[src/rtl/timer_bank.sv]
// -----------------------------------------------------------------------------
// timer_bank
//   Bank of CH independent down-count timers. Each channel runs as a one-shot
//   timer, a periodic auto-reload tick generator, or a long-press (hold)
//   detector. It provides per-channel expiry levels, one-cycle tick pulses and
//   a muxed count readout for the seven-segment display.
//
// Parameters
//   CH     number of timer channels (1..16)
//   WIDTH  counter width in bits
//   SELW   width of cnt_sel; at least clog2(CH), minimum 1
//
// Ports
//   clk       in   system clock
//   rst       in   asynchronous active-high reset
//   start     in   [CH]        per-channel load/restart strobe
//   hold      in   [CH]        pause level (one-shot/periodic), press level (hold)
//   mode      in   [2*CH]      channel i at [2i+1:2i]: 00 one-shot, 01 periodic,
//                              10 hold, 11 one-shot
//   load_val  in   [WIDTH*CH]  channel i reload value at [i*WIDTH +: WIDTH]
//   cnt_sel   in   [SELW]      channel shown on cnt_rd
//   cnt_rd    out  [WIDTH]     combinational count of channel cnt_sel, 0 if out of range
//   tick      out  [CH]        registered one-cycle pulse per expiry event
//   expired   out  [CH]        registered level: channel finished (DONE)
//   busy      out  [CH]        registered level: channel running (RUN)
// -----------------------------------------------------------------------------
module timer_bank #(
    parameter int CH    = 4,
    parameter int WIDTH = 32,
    parameter int SELW  = 2
) (
    input  logic                clk,
    input  logic                rst,
    input  logic [CH-1:0]       start,
    input  logic [CH-1:0]       hold,
    input  logic [2*CH-1:0]     mode,
    input  logic [WIDTH*CH-1:0] load_val,
    input  logic [SELW-1:0]     cnt_sel,
    output logic [WIDTH-1:0]    cnt_rd,
    output logic [CH-1:0]       tick,
    output logic [CH-1:0]       expired,
    output logic [CH-1:0]       busy
);

    typedef enum logic [1:0] {
        S_IDLE = 2'b00,
        S_RUN  = 2'b01,
        S_DONE = 2'b10
    } state_t;

    localparam logic [1:0] MODE_PERIODIC = 2'b01;
    localparam logic [1:0] MODE_HOLD     = 2'b10;

    logic [WIDTH-1:0] w_cnt [CH];

    for (genvar i = 0; i < CH; i++) begin : g_ch
        state_t           r_state;
        state_t           w_state_nxt;
        logic [WIDTH-1:0] r_cnt;
        logic [WIDTH-1:0] w_cnt_nxt;
        logic [1:0]       r_mode_q;
        logic [1:0]       w_mode_eff;
        logic             r_tick;
        logic             w_tick_nxt;
        logic             w_latch;
        logic [WIDTH-1:0] w_load;

        assign w_load = load_val[i*WIDTH +: WIDTH];

        // The mode register follows the input while idle or on a start edge,
        // and that freshly latched mode already governs the same edge.
        assign w_latch    = (r_state == S_IDLE) || start[i];
        assign w_mode_eff = w_latch ? mode[2*i +: 2] : r_mode_q;

        always_comb begin
            // NOTE: every output of this block gets a default first, so no
            // path through the branches below can leave a latch behind.
            w_state_nxt = r_state;
            w_cnt_nxt   = r_cnt;
            w_tick_nxt  = 1'b0;

            if (w_mode_eff == MODE_HOLD) begin
                // Long-press: any low sample re-arms from L; start is ignored.
                if (!hold[i]) begin
                    w_state_nxt = S_IDLE;
                    w_cnt_nxt   = w_load;
                end else begin
                    case (r_state)
                        S_IDLE: begin
                            w_state_nxt = S_RUN;
                            if (r_cnt != '0) w_cnt_nxt = r_cnt - WIDTH'(1);
                        end
                        S_RUN: begin
                            if (r_cnt != '0) begin
                                w_cnt_nxt = r_cnt - WIDTH'(1);
                            end else begin
                                w_state_nxt = S_DONE;
                                w_tick_nxt  = 1'b1;
                            end
                        end
                        default: w_state_nxt = r_state;
                    endcase
                end
            end else if (start[i]) begin
                // A restart wins over a coincident expiry, so no tick here.
                w_state_nxt = S_RUN;
                w_cnt_nxt   = w_load;
            end else if (r_state == S_RUN && !hold[i]) begin
                // hold=1 freezes the channel, deferring a pending expiry.
                if (r_cnt != '0) begin
                    w_cnt_nxt = r_cnt - WIDTH'(1);
                end else begin
                    w_tick_nxt = 1'b1;
                    if (w_mode_eff == MODE_PERIODIC) begin
                        w_cnt_nxt = w_load;
                    end else begin
                        w_state_nxt = S_DONE;
                    end
                end
            end
        end

        always_ff @(posedge clk or posedge rst) begin
            if (rst) begin
                r_state  <= S_IDLE;
                r_cnt    <= '0;
                r_mode_q <= 2'b00;
                r_tick   <= 1'b0;
            end else begin
                // NOTE: state is updated with non-blocking assignments so all
                // registers sample the pre-edge values, like real flops.
                r_state  <= w_state_nxt;
                r_cnt    <= w_cnt_nxt;
                r_mode_q <= w_mode_eff;
                r_tick   <= w_tick_nxt;
            end
        end

        assign w_cnt[i]   = r_cnt;
        assign tick[i]    = r_tick;
        assign expired[i] = (r_state == S_DONE);
        assign busy[i]    = (r_state == S_RUN);
    end

    // Readout mux; selections at or above CH match no channel and read 0.
    always_comb begin
        cnt_rd = '0;
        for (int k = 0; k < CH; k++) begin
            if (cnt_sel == SELW'(k)) cnt_rd = w_cnt[k];
        end
    end

endmodule
[config.mk]
export PLATFORM = sky130hd
export DESIGN_NAME = timer_bank
export DESIGN_NICKNAME = d
export VERILOG_FILES = /design/src/rtl/timer_bank.sv
export SDC_FILE = /design/constraint.sdc
export NUM_CORES = 1
export LEC_CHECK = 0
export BUFFER_PORTS_ARGS = -buffer_cell sky130_fd_sc_hd__buf_2
export CAP_MARGIN = 20
export CORE_ASPECT_RATIO = 0.6
export CORE_UTILIZATION = 62
export DETAILED_ROUTE_END_ITERATION = 16
export HOLD_SLACK_MARGIN = 0.1
export PLACE_DENSITY = 0.87
export SLEW_MARGIN = 10
export SYNTH_ARGS = -nofsm -noshare
export SYNTH_HDL_FRONTEND = slang
export SYNTH_SLANG_ARGS = --single-unit
[constraint.sdc]
create_clock -name clk -period 13.3 [get_ports clk]
set_clock_uncertainty 0.2 [all_clocks]
set_input_delay 1.33 -clock clk [delete_from_list [all_inputs] [get_ports clk]]
set_output_delay 1.33 -clock clk [all_outputs]
set_load 0.1 [all_outputs]
Word-level counts from Yosys, hierarchy flattened:

Index checks and enable logic that the tools add are counted.

* input port bits: 148
* output and inout port bits: 44
* latch bits: 0
* RAM bits: 0
* word-level logic and storage cells: 200
* flip-flop bits (word level): 148
* memories kept: 0
* bits in read-only memories: 0

* magnitude comparators: 0
* eq/ne operators: 43
* $add $sub $neg: 4
* bitwise operators: 0
* shift operators: 0
* reduce and logical (&&, ||, !) cells: 41
* muxes and demuxes: 96
* divide/modulo/power cells: 0
* multiply operators: 0

Operators by type and width (number)
* $mux 32: 36
* $reduce_bool 32->1: 4
* $sub 32x1->32 const B: 4
* $mux 2: 32
* $ne 3x3->1 const B: 12
* $ne 4x4->1 const B: 8
* $mux 1: 24
* $eq 2x2->1 const B: 10
* $reduce_and 5->1: 4
* $eq 2x1->1 const B: 9
* $pmux 2 s2: 4
* $reduce_and 4->1: 4
* $reduce_bool 4->1: 4
* $ne 3x2->1 const B: 4
* $reduce_bool 3->1: 4
* $logic_not 2->1: 5
* $reduce_or 2->1: 4
* $logic_and 1x1->1: 4
* $logic_not 1->1: 4
* $logic_or 1x1->1: 4

Depth between registers and ports, before layout:

Gate-level depths: netlist of the first run.

* depth in word-level cells: 9
* depth in mapped cells: 11
* depth with buffers taken out: 8

Least setup slack after synthesis of the first run:

Ideal clock, no wire load.

* kind: in2out
* start point: input port cnt_sel[1]
* end point: output port cnt_rd[10]
* slack: 8.835 ns
* required time: 11.770 ns
* data arrival time: 2.935 ns
* path buffers: 2
* stages: 3
* cells stage by stage: clkbuf_1 buf_1 mux4_2

* longest elaborated chain between the ends: 5
* elaborated cells on any way between the ends: 8
* classes of those cells: eq/ne (3); mux (4); reduce/logical (1)

Ends and longest elaborated chain
* start: declaration: line 38 `input logic [SELW-1:0] cnt_sel,`
* $logic_not 2->1: line 149 `if (cnt_sel == SELW'(k)) cnt_rd = w_cnt[k];`
* $mux 32 (3 in a row): line 149
* $mux 32 *: line 149
* end: declaration: line 39 `output logic [WIDTH-1:0] cnt_rd,`

Mark *: on every way between the ends. The rest lies on a longest branch, timed or not.

Worst setup path after layout of the first run:

* start point: input port cnt_sel[0]
* end point: output port cnt_rd[31]

Same word-level chain as after synthesis.

==> impl_metrics.csv, run 1 <==
group,metric,value,unit
pwr,power_frac_seq,35.3,%
synth,synth_ff_type,"dfrtp_1",
layout,synthToLayoutAreaGrowth,15.4,%
synth,synth_top_area_cell,"dfrtp_1",
worst_setup_path,crit_arrival,2.90,ns
die,die_w,175,um
synth,yosys-top-cells-area,"dfrtp_1 (33%), mux2i_1 (11%), mux4_2 (6.5%), o2bb2ai_1 (5.8%), nor3_1 (3.6%)",
clock_tree,cts_tree,"done",
drt,vias,11500,
synth,syn_nets,1392,
global_routing,grt_start_max_net_pins,81,
synth,ys_seq_area_share,33.3,%
synth,synth_cells,1240,
die,initial_core_util,64.1,%
drt,drt_iter0_markers,1824,
clock_tree,postCtsHoldBufs,0,
clock_tree,h-tree-depth,4,
sta,hold_viol,0,
clock_tree,clock_sinks,148,
drt,drc,0,
pwr,combPwrFrac,45.9,%
clock_tree,root_buffer,"clkbuf_16",
place,gp_congestion,1.07,
layout,drive_above_1_share,22.2,%
pwr,pwr-share-clk,18.8,%
die,fp-row-count,37,
global_routing,grt.overflow.total,0,
global_routing,grt_pass1_wl,58.8,mm
sta,rsz0062_at_grt,"false",
pwr,p_int,1.38,mW
synth,synthMostInstantiatedCell,"dfrtp_1",
worst_setup_path,path_max_fanout,32,
sta,slew_headroom,23.3,%
clock_tree,cts_resized,0,
synth,synth_cell_type_count,65,
sta,tightestPinTransition,1.14,ns
clock_tree,post_cts_buffers,0,
drt,dr.pass1.iters,5,
synth,synth-seq-cells,148,
synth,synth_enable_flop_cells,0,
layout,final_util,73.9,%
clock_tree,clock_latency,0.44,ns
sta,setup_violations,0,
job,drv_cap,0,
drt,viasPerCell,7.10,
pwr,p_per_area,219,nW/um2
synth,synthArstFlopShare,100,%
pwr,p_sw_share,50.9,%
sta,min_period,4.43,ns
global_routing,antenna_found_initial,2,
pwr,power.leakage,5.38,nW
pwr,ir_worst_vdd,0.209,mV
outcome,status,"finished clean",
place,hpwl,27.7,mm
drt,wire_per_inst,23.5,um
worst_setup_path,critical_path_class,"in2out",
worst_setup_path,critPathLaunchType,"primary input",
clock_tree,cts_buffers,17,
worst_setup_path,cp-end-kind,"output port",
synth,synth_area,11100,um2
drt,drtAntennaViolNets,0,
layout,fin_nets,1528,
die,ios,192,
sta,fin_crit_sh,33.3,%
pwr,p_switching,1.43,mW
global_routing,grt_pass1_vias,10400,
worst_setup_path,crit_required,11.77,ns
die,die-area,18500,um2
sta,final.setup.tns,0,ns
sta,finalWorstSetupSlack,8.87,ns
die,core_area,17400,um2
synth,synth_common_cells,"dfrtp_1 (148), mux2i_1 (124), nor2_1 (100)",
global_routing,track_usage,41.4,%
drt,totalWireLength,38.2,mm
die,die_h,106,um
synth,ys_warn_count,0,
place,place_worst_setup_slack,8.60,ns
worst_hold_path,hp-class,"reg2reg",
sta,clock.fmax,0.226,GHz
synth,syn_avg_cell_area,8.97,um2
sta,slew_viol_final,0,
clock_tree,cts_buffer_depth,2,
clock_tree,clk_pin_slew,0.06,ns
place,port_buffers,191,
synth,synth_top_area_share,33.3,%
[critical path: stages]
cell	delay [ns]
buf_2	0.64
mux4_2	0.60
buf_2	0.31
[per-stage QoR]
| stage | hold slack, ns | std cells | power [mW] | instance area, um2 |
|---|---|---|---|---|
| 2_1_floorplan | 0.265 | 1240 | 1.86 | 11100 |
| 3_3_place_gp | 0.327 | 1587 | 2.17 | 12100 |
| 3_5_place_dp | 0.328 | 1587 | 2.20 | 12100 |
| 4_1_cts | 0.349 | 1619 | 2.73 | 12700 |
| 5_1_grt | 0.378 | 1624 | 2.90 | 12800 |
| 6_report | 0.349 | 1626 | 2.80 | 12800 |
[power groups by stage]
stage	Clock (mW)	Sequential (mW)	Combinational [mW]
after floorplan	0	0.777	1.08
after global placement	0	0.958	1.21
after detailed placement	0	0.960	1.24
after CTS	0.522	0.955	1.25
after global routing	0.542	0.996	1.36
final	0.527	0.989	1.29
[final cells by class]
class                           count  area, um2
Fill cell                        1276       4530
Clock inverter                     13        183
Clock buffer                       19        443
Inverter                           44        170
Timing Repair Buffer              205       1130
Multi-Input combinational cell    960       6900
Antenna cell                        3       7.51
Sequential cell                   148       3700
Tap cell                          234        293
[logic make-up (layout without fill, tap and decap cells)]
group	count (synthesis)	after routing	share of synthesized area [%]
adder cells (fa/ha/maj)	4	4	0.450
other	0	3	0
buffers and inverters	132	281	5.10
flip-flops	148	148	33.3
XOR/XNOR	6	6	0.473
AO/OA/AOI/OAI	333	333	20.7
AND/OR/NAND/NOR	452	452	21.5
multiplexers	165	165	18.6
[cells in the final DEF, fill, tap and decap left out, types with 5 or more instances in the layout]
master,Yosys,routed
and2_1,9,9
o211ai_1,31,31
o22ai_1,15,15
nor4_1,34,34
nor2_1,100,99
a22oi_1,13,13
nor3_1,81,81
a21oi_1,53,50
a2bb2oi_1,23,23
o21ai_0,78,78
nor3b_1,5,5
o2bb2ai_1,74,74
o21a_1,5,5
clkbuf_16,0,17
nor2b_1,15,15
nand2b_1,19,19
and3_1,11,11
or2_2,5,5
and4_1,5,5
inv_1,44,43
nand3_1,33,33
dfrtp_1,148,148
mux2i_1,124,124
nand4_1,12,12
nand3b_1,9,9
xnor2_1,6,6
or3_1,13,13
mux4_2,32,32
a31oi_1,6,6
buf_2,16,191
mux2_2,9,9
buf_4,5,10
nand2_1,71,71
or4_1,13,13
[final timing paths]
check                                 startpoint                end  slack (ns)  cells after the start
worst max-delay path                  cnt_sel[0]         cnt_rd[31]        8.87                      3
worst min-delay path            g_ch[3].r_cnt[6]   g_ch[3].r_cnt[6]        0.35                      1
worst max register to register  g_ch[0].r_cnt[3]   g_ch[0].r_cnt[0]        9.28                      7
worst min register to register  g_ch[3].r_cnt[6]   g_ch[3].r_cnt[6]        0.35                      1
max in group asynchronous                    rst  g_ch[2].r_cnt[27]       10.68                      3
min in group asynchronous                    rst     g_ch[1].r_tick        0.83                      2
[flip-flops by register name (all words and copies together), names as in the netlist]
| register | flops |
|---|---|
| g_ch.r_state | 8 |
| g_ch.r_mode_q | 8 |
| g_ch.r_cnt | 128 |
| g_ch.r_tick | 4 |
[per-layer routing]
layer	vias up	global-route usage [%]	part of all wire, %
met1	5485	60.8	40
met2	937	55.7	41
li1	4997	-	-
met4	0	19.1	4.3
met3	123	12.1	15
met5	-	0	0
Power figures use the tool's default switching activity.
==> run 2, diff against run 1 <==
--- a/config.mk
+++ b/config.mk
@@ -8,10 +8,10 @@
 export BUFFER_PORTS_ARGS = -buffer_cell sky130_fd_sc_hd__buf_2
 export CAP_MARGIN = 20
 export CORE_ASPECT_RATIO = 0.6
-export CORE_UTILIZATION = 62
+export CORE_UTILIZATION = 58
 export DETAILED_ROUTE_END_ITERATION = 16
 export HOLD_SLACK_MARGIN = 0.1
-export PLACE_DENSITY = 0.87
+export PLACE_DENSITY = 0.82
 export SLEW_MARGIN = 10
 export SYNTH_ARGS = -nofsm -noshare
 export SYNTH_HDL_FRONTEND = slang
==> constraint.sdc (replaced) <==
create_clock -name clk -period 4.19 [get_ports clk]
set_clock_uncertainty 0.2 [all_clocks]
set_input_delay 0.419 -clock clk [delete_from_list [all_inputs] [get_ports clk]]
set_output_delay 0.419 -clock clk [all_outputs]
set_load 0.1 [all_outputs]
==> impl_metrics.csv, run 2 (synthesized netlist as in run 1, its figures left out) <==
group,metric,value,unit
pwr,power_frac_seq,33.8,%
pwr,combPwrFrac,47.0,%
global_routing,grt_pass1_wl,58.6,mm
worst_setup_path,cp-end-kind,"flop",
layout,largest_reg_flops,128,
sta,clock.fmax,0.278,GHz
pwr,p_int,4.45,mW
global_routing,grt_pass1_vias,10400,
layout,final_cell_mix,"buf_2 (191), dfrtp_1 (148), mux2i_1 (124)",
sta,tightestPinTransition,1.06,ns
sta,slew_headroom,28.8,%
pwr,p_switching,4.49,mW
clock_tree,clk_pin_slew,0.07,ns
outcome,status,"finished clean",
sta,fin_crit_sh,86.0,%
pwr,total_power,8.94,mW
place,gp_congestion,1.00,
worst_setup_path,cp_slowest_cell,"or4_1",
pwr,ir_worst_vdd,0.603,mV
die,core_area,18400,um2
die,fp-row-count,38,
die,die-area,19700,um2
layout,nFillCells,1305,
clock_tree,clock_latency,0.44,ns
sta,hold_ws,0.101,ns
clock_tree,clock_sinks,148,
drt,drc,0,
sta,hold_viol,0,
clock_tree,cts_buffer_depth,2,
worst_setup_path,crit_family,"simple AND/OR/NAND/NOR gates",
clock_tree,h-tree-depth,4,
global_routing,grt.overflow.total,0,
drt,drtAntennaViolNets,0,
layout,drive_above_1_share,22.0,%
layout,top_register,"g_ch.r_cnt",
clock_tree,post_cts_buffers,0,
worst_setup_path,path_max_fanout,12,
place,hpwl,27.1,mm
layout,fin_nets,1589,
clock_tree,root_buffer,"clkbuf_16",
drt,wire_per_inst,22.5,um
layout,final_util,72.8,%
place,port_buffers,191,
worst_setup_path,critical_path_class,"reg2reg",
layout,largest_registers,"g_ch.r_cnt x128, g_ch.r_mode_q x8, g_ch.r_state x8",
sta,min_period,3.60,ns
sta,slew_viol_final,0,
job,drv_cap,0,
sta,rsz0062_at_grt,"false",
worst_hold_path,hp-class,"in2reg",
global_routing,antenna_found_initial,1,
worst_setup_path,crit_arrival,3.71,ns
die,die_h,109,um
clock_tree,cts_buffers,17,
clock_tree,cts_tree,"done",
worst_setup_path,crit_chain,"or4_1 > or4_4 > nor4_4 > o21a_1 > buf_4 > o21ai_0 > o2bb2ai_1",
sta,final.setup.tns,0,ns
global_routing,grt_start_max_net_pins,83,
worst_setup_path,crit_required,4.29,ns
layout,synthToLayoutAreaGrowth,20.4,%
drt,drt_iter0_markers,2018,
worst_setup_path,critPathLaunchType,"flop",
die,ios,192,
pwr,power.leakage,5.64,nW
pwr,pwr-share-clk,19.1,%
drt,viasPerCell,6.92,
pwr,p_sw_share,50.2,%
place,place_worst_setup_slack,0.697,ns
pwr,p_per_area,668,nW/um2
die,initial_core_util,60.4,%
die,die_w,181,um
sta,finalWorstSetupSlack,0.588,ns
layout,layout_commonest_cell,"buf_2",
drt,vias,11700,
worst_setup_path,critPathMaxStageDelay,0.70,ns
drt,dr.pass1.iters,6,
sta,setup_violations,0,
drt,totalWireLength,38.1,mm
global_routing,track_usage,39.0,%
worst_setup_path,path_buf_inv,1,
==> run 2: final timing paths <==
path | startpoint | end | slack [ns] | cells past startpoint
hold reg to reg | g_ch[3].r_cnt[23] | g_ch[3].r_cnt[23] | 0.34 | 1
setup / recovery | g_ch[2].r_cnt[10] | g_ch[2].r_cnt[27] | 0.59 | 7
min in group asynchronous | rst | g_ch[1].r_state[0] | 0.55 | 3
hold / removal | load_val[105] | g_ch[3].r_cnt[9] | 0.10 | 3
max in group asynchronous | rst | g_ch[2].r_cnt[24] | 2.32 | 4
setup reg to reg | g_ch[2].r_cnt[10] | g_ch[2].r_cnt[27] | 0.59 | 7
==> run 2: final cells by class <==
class	count	area [um2]	share of cell area (%)
timing repair buffer	266	1670	12.5
clock inverter	12	205	1.53
sequential	148	3700	27.7
inverter	44	169	1.26
tap	240	300	2.24
clock buffer	20	437	3.26
multi-input combinational	960	6900	51.6
antenna	1	2.50	0.0187
==> run 2: stage by stage <==
stage                     std cells  area, um2
after global placement         1610      12300
after CTS                      1687      13400
after global routing           1690      13400
after floorplan                1240      11100
after detailed placement       1611      12300
final                          1691      13400
==> run 2: timing repair <==
| action | in CTS | in global routing |
|---|---|---|
| gates resized for setup | 0 | 0 |
| endpoints found under the hold margin | 82 | 3 |
| hold buffers | 44 | 3 |
==> run 2: power by group through the flow <==
stage          Combinational [mW]  Clock [mW]  Sequential (mW)
6_report                     4.20        1.71             3.03
2_1_floorplan                3.44           0             2.47
5_1_grt                      4.44        1.78             3.07
4_1_cts                      4.13        1.71             2.94
3_3_place_gp                 3.98           0             2.92
3_5_place_dp                 4.06           0             2.94
==> run 2: worst reg2reg max path: stages (launching register included) <==
cell	delay [ns]
dfrtp_1	0.46
or4_1	0.70
or4_4	0.59
nor4_4	0.49
o21a_1	0.49
buf_4	0.26
o21ai_0	0.11
o2bb2ai_1	0.16
==> run 2: routing by layer <==
layer / part of all wire, % / global-route usage [%]
met2: 40 / 53.3
met5: 0.021 / 0
met1: 41 / 56.4
met3: 15 / 13.1
met4: 3.5 / 15.1
==> run 3, diff against run 2 <==
==> config.mk (replaced) <==
export PLATFORM = sky130hd
export DESIGN_NAME = timer_bank
export DESIGN_NICKNAME = d
export VERILOG_FILES = /design/src/rtl/timer_bank.sv
export SDC_FILE = /design/constraint.sdc
export NUM_CORES = 1
export LEC_CHECK = 0
export ABC_AREA = 1
export BUFFER_PORTS_ARGS = -buffer_cell sky130_fd_sc_hd__buf_2
export CAP_MARGIN = 20
export CORE_ASPECT_RATIO = 0.6
export CORE_UTILIZATION = 60
export DETAILED_ROUTE_END_ITERATION = 16
export HOLD_SLACK_MARGIN = 0.1
export PLACE_DENSITY = 0.83
export SLEW_MARGIN = 20
export SYNTH_ARGS = -nofsm -noshare
export SYNTH_HDL_FRONTEND = slang
export SYNTH_SLANG_ARGS = --single-unit
==> impl_metrics.csv, run 3 <==
group,metric,value,unit
synth,synth_enable_flop_cells,0,
pwr,p_per_area,741,nW/um2
layout,fin_nets,2872,
worst_setup_path,cp-end-kind,"flop",
place,port_buffers,191,
layout,final_cell_mix,"nand2_1 (916), nor2_1 (372), inv_1 (293)",
layout,antennaDiodeCount,0,
synth,yosys-top-cells-area,"dfrtp_1 (26%), nand2_1 (24%), nor2_1 (9.6%), nand3_1 (8.9%), inv_1 (7.6%)",
worst_setup_path,critical_path_class,"in2reg",
worst_setup_path,r2r_start,"g_ch[3].r_cnt[0]",
sta,slew_headroom,31.6,%
worst_setup_path,cp_slowest_cell,"a21oi_4",
worst_setup_path,crit_arrival,3.53,ns
worst_setup_path,crit_required,4.36,ns
drt,totalWireLength,53.5,mm
pwr,power.leakage,8.77,nW
layout,drive_above_1_share,11.2,%
worst_setup_path,critPathMaxStageDelay,0.59,ns
drt,drc,0,
synth,synthArstFlopShare,100,%
worst_hold_path,hp-class,"in2reg",
drt,dr.pass1.iters,6,
worst_setup_path,path_max_fanout,25,
clock_tree,clk_pin_slew,0.07,ns
worst_setup_path,critPathLaunchType,"primary input",
place,hpwl,40.2,mm
sta,tightestPinTransition,1.03,ns
worst_setup_path,cp_common_cell,"nand2_1",
worst_setup_path,r2r_slack,1.08,ns
die,fp-row-count,43,
synth,synth_top_area_share,25.6,%
worst_hold_path,holdPathStages,5,
synth,synth_ff_type,"dfrtp_1",
global_routing,grt_pass1_vias,15900,
clock_tree,root_buffer,"clkbuf_16",
die,ios,192,
clock_tree,cts_buffer_depth,2,
die,die_h,122,um
global_routing,track_usage,42.8,%
synth,ys_seq_area_share,25.6,%
sta,slew_viol_final,0,
sta,setup_violations,0,
clock_tree,clock_latency,0.46,ns
synth,synth-seq-cells,148,
synth,syn_nets,2723,
sta,min_period,3.35,ns
synth,ys_warn_count,0,
clock_tree,clock_sinks,148,
worst_setup_path,crit_chain,"dlygate4sd3_1 > buf_2 > inv_2 > nand2_2 > nand2_1 > nand2_2 > inv_2 > nand2_1 > nand3_1 > nand2_1 > a21oi_4 > buf_4 > nand3_1 > o21ai_1",
clock_tree,post_cts_buffers,0,
synth,synth_cell_type_count,42,
die,core_area,23400,um2
layout,layout_commonest_cell,"nand2_1",
synth,syn_avg_cell_area,5.64,um2
sta,clock.fmax,0.298,GHz
layout,largest_registers,"g_ch.r_cnt x128, g_ch.r_mode_q x8, g_ch.r_state x8",
die,die_w,203,um
layout,final_util,69.6,%
drt,drtAntennaViolNets,0,
drt,viasPerCell,5.90,
place,gp_congestion,1.02,
layout,top_register,"g_ch.r_cnt",
drt,vias,18000,
clock_tree,h-tree-depth,4,
synth,synth_cells,2571,
clock_tree,cts_buffers,17,
synth,synthMostInstantiatedCell,"nand2_1",
sta,final.setup.tns,0,ns
synth,synth_common_cells,"nand2_1 (917), nor2_1 (372), inv_1 (294)",
layout,largest_reg_flops,128,
worst_hold_path,hold_start,"load_val[90]",
sta,hold_viol,0,
pwr,ir_worst_vdd,0.437,mV
job,drv_cap,0,
synth,synth_area,14500,um2
clock_tree,cts_tree,"done",
die,die-area,24800,um2
global_routing,grt_pass1_wl,83.1,mm
worst_setup_path,r2r_end,"g_ch[3].r_cnt[30]",
synth,synth_top_area_cell,"dfrtp_1",
global_routing,grt.overflow.total,0,
global_routing,antenna_found_initial,0,
worst_setup_path,rr_worst_depth,11,
sta,fin_crit_sh,80.0,%
global_routing,grt_start_max_net_pins,149,
drt,drt_iter0_markers,2346,
worst_hold_path,min_delay_worst_endpoint,"g_ch[2].r_cnt[26]",
layout,synthToLayoutAreaGrowth,12.4,%
die,initial_core_util,61.9,%
outcome,status,"finished clean",
sta,rsz0062_at_grt,"false",
drt,wire_per_inst,17.6,um
==> run 3: cell types whose count changed after synthesis, moves of 33 or more <==
cell / delta
nor2_1: +272
nand3_1: +224
o2bb2ai_1: -74
nand2_1: +846
nor4_1: -34
inv_1: +250
nor3_1: -68
mux2i_1: -124
xor2_1: +39
nand4_1: +33
a21oi_1: +57
==> run 3: critical path, delay by kind of cell <==
kind	cells	cell delay (ns)
AO/OA/AOI/OAI	2	0.70
AND/OR/NAND/NOR	7	1.10
buffers and inverters	5	1.28
==> run 3: metal layers <==
| layer | track usage [%] | up-vias | wire, um | share of wire, % |
|---|---|---|---|---|
| li1 | - | 8427 | - | - |
| met3 | 10.9 | 125 | 7810 | 15 |
| met5 | 0 | - | 0 | 0 |
| met1 | 61.3 | 8188 | 22200 | 41 |
| met2 | 62.1 | 1255 | 22000 | 41 |
| met4 | 15.4 | 0 | 1520 | 2.8 |
==> run 3: repair_timing <==
action	CTS	global route
resized for setup	0	0
hold endpoints to repair	170	0
hold buffers	23	0
==> run 3: power by group <==
| part | internal, mW | switching, mW |
|---|---|---|
| registers | 2.12 | 1.19 |
| logic | 1.87 | 5.21 |
| clock network | 0.966 | 0.706 |
==> run 3: worst max path at each step <==
stage / start / to / slack, ns
final: start[1] / g_ch[1].r_cnt[7] / 0.84
after global placement: start[3] / g_ch[3].r_cnt[2] / 1.10
after detailed placement: start[3] / g_ch[3].r_cnt[4] / 1.05
after global routing: start[1] / g_ch[1].r_cnt[7] / 0.62
after CTS: start[1] / g_ch[1].r_cnt[7] / 0.92
after floorplan: cnt_sel[0] / cnt_rd[10] / 0.62
==> run 3: logic make-up (layout without fill, tap and decap cells) <==
family,after synthesis,after routing,synth area share [%]
flops,148,148,25.6
fa+ha+maj,4,4,0.345
buf+inv,408,570,11.8
compound gates,295,295,11.3
simple gates,1670,1670,48.1
xor+xnor,46,46,2.78
==> run 3: metrics by stage <==
stage | total power [mW] | cells | area (um2) | worst slack (ns) | hold WS, ns
global route | 12.8 | 3048 | 16300 | 0.624 | 0.137
CTS | 11.8 | 3048 | 16300 | 0.916 | 0.101
finish | 12.1 | 3048 | 16300 | 0.840 | 0.103
global placement | 9.86 | 2993 | 15400 | 1.10 | 0.287
detailed placement | 10.1 | 2993 | 15400 | 1.05 | 0.296
floorplan | 8.21 | 2571 | 14500 | 0.618 | 0.264
==> run 3: cell type report <==
class,instances,area (um2)
Multi-Input combinational cell,2015,9090
Fill cell,2123,7120
Sequential cell,148,3700
Timing Repair Buffer,232,1330
Inverter,306,1160
Clock buffer,19,453
Tap cell,315,394
Clock inverter,13,156
